===== config.mk =====
export PLATFORM = sky130hd
export DESIGN_NAME = cam_request_master
export DESIGN_NICKNAME = d
export VERILOG_FILES = /design/src/rtl/cam_request_master.sv
export SDC_FILE = /design/constraint.sdc
export NUM_CORES = 1
export LEC_CHECK = 0
export CAP_MARGIN = 10
export CORE_MARGIN = 10
export CORE_UTILIZATION = 35
export CTS_BUF_LIST = sky130_fd_sc_hd__clkbuf_8
export CTS_CLUSTER_DIAMETER = 50
export DETAILED_ROUTE_END_ITERATION = 10
export PLACE_DENSITY = 0.7
export SYNTH_ARGS = -nofsm -noshare
export SYNTH_HDL_FRONTEND = slang
export SYNTH_SLANG_ARGS = --single-unit

===== constraint.sdc =====
create_clock -name clk_i -period 3.6 [get_ports clk_i]
set_clock_uncertainty 0.05 [all_clocks]
set_input_delay 0.36 -clock clk_i [delete_from_list [all_inputs] [get_ports clk_i]]
set_output_delay 0.36 -clock clk_i [all_outputs]
set_load 0.1 [all_outputs]

===== src/rtl/cam_request_master.sv =====
// cam_request_master
//
// Initiator-side sequencer for a 32-entry x 32-bit CAM. Commands (read,
// write, search) arrive on a valid/ready port and are buffered in a small
// FIFO. They are issued one at a time on the CAM request pins. After a fixed
// response latency the CAM result is captured and returned on a valid/ready
// response port, in strict command order.
//
// Parameters:
//   CMD_DEPTH  command FIFO entries (power of two, >= 2)
//   RESP_LAT   cycles from the CAM enable cycle to valid CAM outputs (>= 1)
//
// Ports:
//   clk_i, rst_i                 clock (rising edge), async active-low reset
//   cmd_valid_i/cmd_ready_o      command handshake
//   cmd_op_i/index_i/data_i      00 read, 01 write, 10 search, 11 reserved
//   rsp_valid_o/rsp_ready_i      response handshake
//   rsp_op/hit/index/data_o      captured response fields
//   busy_o                       FSM not idle or FIFO not empty
//   read/write/search_enable_o   one-cycle CAM strobes
//   read/write_index_o, write/search_data_o   CAM request fields
//   read_valid_i, read_value_i, search_valid_i, search_index_i  CAM results
//
// Optional feature (macro CAM_REQ_STATS_EN):
//   search_hit_cnt_o, search_miss_cnt_o  saturating 16-bit search counters

module cam_request_master #(
    parameter int CMD_DEPTH = 4,
    parameter int RESP_LAT  = 1
) (
    input  logic        clk_i,
    input  logic        rst_i,
    input  logic        cmd_valid_i,
    output logic        cmd_ready_o,
    input  logic [1:0]  cmd_op_i,
    input  logic [4:0]  cmd_index_i,
    input  logic [31:0] cmd_data_i,
    output logic        rsp_valid_o,
    input  logic        rsp_ready_i,
    output logic [1:0]  rsp_op_o,
    output logic        rsp_hit_o,
    output logic [4:0]  rsp_index_o,
    output logic [31:0] rsp_data_o,
    output logic        busy_o,
    output logic        read_enable_o,
    output logic        write_enable_o,
    output logic        search_enable_o,
    output logic [4:0]  read_index_o,
    output logic [4:0]  write_index_o,
    output logic [31:0] write_data_o,
    output logic [31:0] search_data_o,
    input  logic        read_valid_i,
    input  logic        search_valid_i,
    input  logic [31:0] read_value_i,
    input  logic [4:0]  search_index_i
`ifdef CAM_REQ_STATS_EN
    ,
    output logic [15:0] search_hit_cnt_o,
    output logic [15:0] search_miss_cnt_o
`endif
);

    localparam int AW = $clog2(CMD_DEPTH);
    localparam int CW = AW + 1;
    localparam int LW = (RESP_LAT > 1) ? $clog2(RESP_LAT) : 1;

    typedef enum logic [1:0] {
        ST_IDLE,
        ST_ISSUE,
        ST_WAIT,
        ST_RESP
    } state_t;

    state_t state, state_next;

    logic [1:0]    op_mem   [CMD_DEPTH];
    logic [4:0]    idx_mem  [CMD_DEPTH];
    logic [31:0]   data_mem [CMD_DEPTH];
    logic [AW-1:0] wr_ptr, rd_ptr;
    logic [CW-1:0] count;
    logic [LW-1:0] lat_cnt;

    logic        push, pop, lat_last;
    logic [1:0]  head_op;
    logic [4:0]  head_idx;
    logic [31:0] head_data;

    // Ready depends only on the registered count, so a full FIFO never
    // accepts even when a pop happens in the same cycle.
    assign cmd_ready_o = (count != CW'(CMD_DEPTH));
    assign push        = cmd_valid_i && cmd_ready_o;
    assign pop         = (state == ST_RESP) && rsp_ready_i;
    assign head_op     = op_mem[rd_ptr];
    assign head_idx    = idx_mem[rd_ptr];
    assign head_data   = data_mem[rd_ptr];
    assign lat_last    = (lat_cnt == LW'(RESP_LAT - 1));
    assign busy_o      = (state != ST_IDLE) || (count != '0);

    // FIFO storage carries no reset; validity is tracked by count.
    always_ff @(posedge clk_i) begin
        if (push) begin
            op_mem[wr_ptr]   <= cmd_op_i;
            idx_mem[wr_ptr]  <= cmd_index_i;
            data_mem[wr_ptr] <= cmd_data_i;
        end
    end

    // The head entry stays in the FIFO until its response is consumed, so
    // the issued command's fields remain available through WAIT and RESP.
    always_ff @(posedge clk_i or negedge rst_i) begin
        if (!rst_i) begin
            wr_ptr <= '0;
            rd_ptr <= '0;
            count  <= '0;
        end else begin
            if (push) wr_ptr <= wr_ptr + AW'(1);
            if (pop)  rd_ptr <= rd_ptr + AW'(1);
            case ({push, pop})
                2'b10:   count <= count + CW'(1);
                2'b01:   count <= count - CW'(1);
                default: count <= count;
            endcase
        end
    end

    always_ff @(posedge clk_i or negedge rst_i) begin
        if (!rst_i) state <= ST_IDLE;
        else        state <= state_next;
    end

    // Strobes and request fields are decoded from state, so an asynchronous
    // reset drops them in the same instant.
    always_comb begin
        state_next      = state;
        read_enable_o   = 1'b0;
        write_enable_o  = 1'b0;
        search_enable_o = 1'b0;
        read_index_o    = '0;
        write_index_o   = '0;
        write_data_o    = '0;
        search_data_o   = '0;
        rsp_valid_o     = 1'b0;
        case (state)
            ST_IDLE: begin
                if (count != '0) state_next = ST_ISSUE;
            end
            ST_ISSUE: begin
                case (head_op)
                    2'b00: begin
                        read_enable_o = 1'b1;
                        read_index_o  = head_idx;
                        state_next    = ST_WAIT;
                    end
                    2'b01: begin
                        write_enable_o = 1'b1;
                        write_index_o  = head_idx;
                        write_data_o   = head_data;
                        state_next     = ST_RESP;
                    end
                    2'b10: begin
                        search_enable_o = 1'b1;
                        search_data_o   = head_data;
                        state_next      = ST_WAIT;
                    end
                    default: state_next = ST_RESP;
                endcase
            end
            ST_WAIT: begin
                if (lat_last) state_next = ST_RESP;
            end
            ST_RESP: begin
                rsp_valid_o = 1'b1;
                if (rsp_ready_i) state_next = ST_IDLE;
            end
            default: state_next = ST_IDLE;
        endcase
    end

    // Response fields: writes and reserved ops are complete at issue time;
    // reads and searches are captured on the last latency cycle.
    always_ff @(posedge clk_i or negedge rst_i) begin
        if (!rst_i) begin
            lat_cnt     <= '0;
            rsp_op_o    <= '0;
            rsp_hit_o   <= 1'b0;
            rsp_index_o <= '0;
            rsp_data_o  <= '0;
        end else if (state == ST_ISSUE) begin
            lat_cnt  <= '0;
            rsp_op_o <= head_op;
            if (head_op == 2'b01) begin
                rsp_hit_o   <= 1'b1;
                rsp_index_o <= head_idx;
                rsp_data_o  <= head_data;
            end else if (head_op == 2'b11) begin
                rsp_hit_o   <= 1'b0;
                rsp_index_o <= '0;
                rsp_data_o  <= '0;
            end
        end else if (state == ST_WAIT) begin
            lat_cnt <= lat_cnt + LW'(1);
            if (lat_last) begin
                if (head_op == 2'b00) begin
                    rsp_hit_o   <= read_valid_i;
                    rsp_index_o <= head_idx;
                    rsp_data_o  <= read_value_i;
                end else begin
                    rsp_hit_o   <= search_valid_i;
                    rsp_index_o <= search_index_i;
                    rsp_data_o  <= head_data;
                end
            end
        end
    end

`ifdef CAM_REQ_STATS_EN
    // Search statistics, saturating at 0xFFFF.
    always_ff @(posedge clk_i or negedge rst_i) begin
        if (!rst_i) begin
            search_hit_cnt_o  <= '0;
            search_miss_cnt_o <= '0;
        end else if (state == ST_WAIT && lat_last && head_op == 2'b10) begin
            if (search_valid_i) begin
                if (search_hit_cnt_o != 16'hFFFF)
                    search_hit_cnt_o <= search_hit_cnt_o + 16'd1;
            end else begin
                if (search_miss_cnt_o != 16'hFFFF)
                    search_miss_cnt_o <= search_miss_cnt_o + 16'd1;
            end
        end
    end
`endif

endmodule


==> flow_summary.json <==
{
  "status": "complete, no violations",
  "synth_top_cells_by_count": "edfxtp_1, a21oi_1, dfrtp_1",
  "finalSetupViolCount": 0,
  "reg2reg_slack_ps": 1070,
  "routed_wl_um": 26800,
  "synthArstFlopShare_pct": 24.3,
  "synth.top_cell.area_share_pct": 52.2,
  "io_buffer_count": 201,
  "busiest_layer": "met2",
  "die_y_um": 180,
  "grt_usage_pct": 16.1,
  "worstReg2RegEnd": "rsp_data_o[11]",
  "vias_per_cell": 5.22,
  "cts_resized": 0,
  "start_util_pct": 35.6,
  "finalCriticalPeriod_ps": 3280,
  "synth_area_leaders": "edfxtp_1, dfrtp_1, mux4_2",
  "cp.required_ps": 3190,
  "hold_viol": 0,
  "numCtsBuffers": 36,
  "path_clk_slew_ps": 60,
  "area_delta_synth_final_pct": 43.4,
  "crit_path_start": "rd_ptr[0]",
  "clockRootBuffer": "clkbuf_8",
  "grt_overflow_total": 0,
  "clockBufferDepth": 3,
  "synth_compound_area_share_pct": 8.97,
  "fillers": 2107,
  "grt_pass1_wl_um": 40900,
  "slew_viol_final": 0,
  "muxShareOfSynthArea_pct": 10.5,
  "relSlewSlack_pct": 30.0,
  "synth-edff-count": 156,
  "routedWlPerCell_um": 22.9,
  "min_path_type": "input port to async pin",
  "met1_usage_pct": 20.4,
  "gp_congestion": 0.787,
  "fmax_mhz": 305,
  "drt_iter0_markers": 537,
  "r2r_cells": 7,
  "ant_nets": 0,
  "grtUsageMet3_pct": 6.31,
  "reg2reg_from": "state[0]",
  "synth-simple-area-share_pct": 9.17,
  "synth_top_family_by_area": "multiplexers",
  "worstSetupPathType": "flop to primary output",
  "design.portCount": 202,
  "synth_fa_ha_area_share_pct": 1.62,
  "dieArea_um2": 32400,
  "endpoint_kind": "primary output",
  "synth-seq-cells": 206,
  "ys.flop_type": "edfxtp_1",
  "synth_xor_area_share_pct": 0.586,
  "std_cell_rows": 58,
  "grt_pass1_vias": 6518,
  "n_antenna_cell": 0,
  "synth.most_common_cell": "edfxtp_1",
  "yosysSeqAreaShare_pct": 66.2,
  "synth_top_area_cell": "edfxtp_1",
  "clock_latency_ps": 510,
  "cp.arrival_ps": 2870,
  "coreArea_um2": 25200,
  "die_x_um": 180,
  "rsz0062_at_grt": "false",
  "netlist_area_um2": 8970,
  "fin_nets": 904,
  "synth.distinct_cells": 43,
  "via_count": 6100,
  "dp_hpwl_um": 18800,
  "crit_fanout": 23,
  "cts_setup_buffers": 0,
  "layout-drive-gt1-share_pct": 23.7,
  "post-route-period-util_pct": 91.1,
  "htree_levels": 2,
  "layout_setup_ws_ps": 322,
  "cts.hold.buffers_added": 1,
  "drt_first_pass_iters": 5,
  "startpoint_type": "flop",
  "maxCapViolCount": 0,
  "antenna_found_initial": 2,
  "syn_avg_cell_area_um2": 15.0,
  "worst_slew_pin_slew_ps": 1050,
  "cts_tree": "yes",
  "synthesis.nets": 691,
  "grt_start_max_net_pins": 39,
  "tns_ps": 0,
  "dp_slack_ps": 835,
  "drc": 0,
  "ys_warn_count": 0,
  "met2_usage_pct": 25.2,
  "synth_cells": 598,
  "clkSinkCount": 206
}
## metal layers
metal	up-vias	wire length, um
li1	2752	-
met1	3063	11500
met2	244	12400
met3	39	2520
met4	2	386
met5	-	13
## worst max path at each step
stage | end | slack [ps]
CTS | search_data_o[1] | 260
finish | search_data_o[1] | 320
global placement | write_data_o[3] | 870
floorplan | search_data_o[31] | 40
global route | search_data_o[1] | 160
detailed placement | search_data_o[1] | 840
## sequential cells by signal (all words and copies together) (netlist names)
name and flops:
data_mem 128, rsp_data_o 32, idx_mem 20, op_mem 8, rsp_index_o 5, count 3, rd_ptr 2, rsp_op_o 2
state 2, wr_ptr 2, lat_cnt 1, rsp_hit_o 1
## worst max-delay path: stages (launching register included)
cell	delay [ps]
dfrtp_4	570
mux4_2	540
nand2_1	130
nor2_2	450
buf_12	250
and2_1	210
buf_12	190
## through the flow
stage                     cell area, um^2  util [%]  hold slack (ps)  instances
after floorplan                      8980         -             14.4        598
after global placement              12100      48.2              409       1102
after detailed placement            12100      48.2              409       1102
after CTS                           12900      51.1              399       1168
after global routing                12900      51.1              414       1168
final                               12900      51.1              412       1168
## cells in the final DEF, fill, tap and decap left out, types with 4 or more instances in the layout
master           synthesis  routed
o21ai_0                  5       5
inv_1                   15      27
buf_12                   0      79
edfxtp_1               156     156
nor2_1                  28      27
a32oi_1                 20      20
clkdlybuf4s50_1          0     123
o31ai_1                 14      14
ha_1                    10       9
buf_4                    0      16
nand2_1                 22      22
nor2b_1                  4       4
clkinv_1                 0       6
clkbuf_8                 0      36
and2_1                  41      41
and3_2                   0       4
and3_1                  40      36
a221oi_1                 4       4
a21oi_1                 55      55
mux4_2                  40      40
dfrtp_1                 50      48
a211oi_1                13      13
clkinv_2                 0       4
## area by class of cell
type / count / area, um^2 / area share, %
Sequential cell: 206 / 5940 / 46.2
Timing Repair Buffer: 220 / 2950 / 22.9
Multi-Input combinational cell: 332 / 2790 / 21.7
Clock buffer: 36 / 495 / 3.85
Tap cell: 330 / 413 / 3.21
Clock inverter: 29 / 210 / 1.63
Inverter: 15 / 56.3 / 0.438
## kinds of logic after synthesis
logic type               after synthesis
multiplexers                          44
AO/OA/AOI/OAI                        123
adder cells (fa/ha/maj)               11
AND/OR/NAND/NOR                      148
flip-flops                           206
buffers and inverters                 60
XOR/XNOR                               6
Power is not shown: default switching activity piles up to over one toggle a cycle in this logic, so the estimate is an artifact.
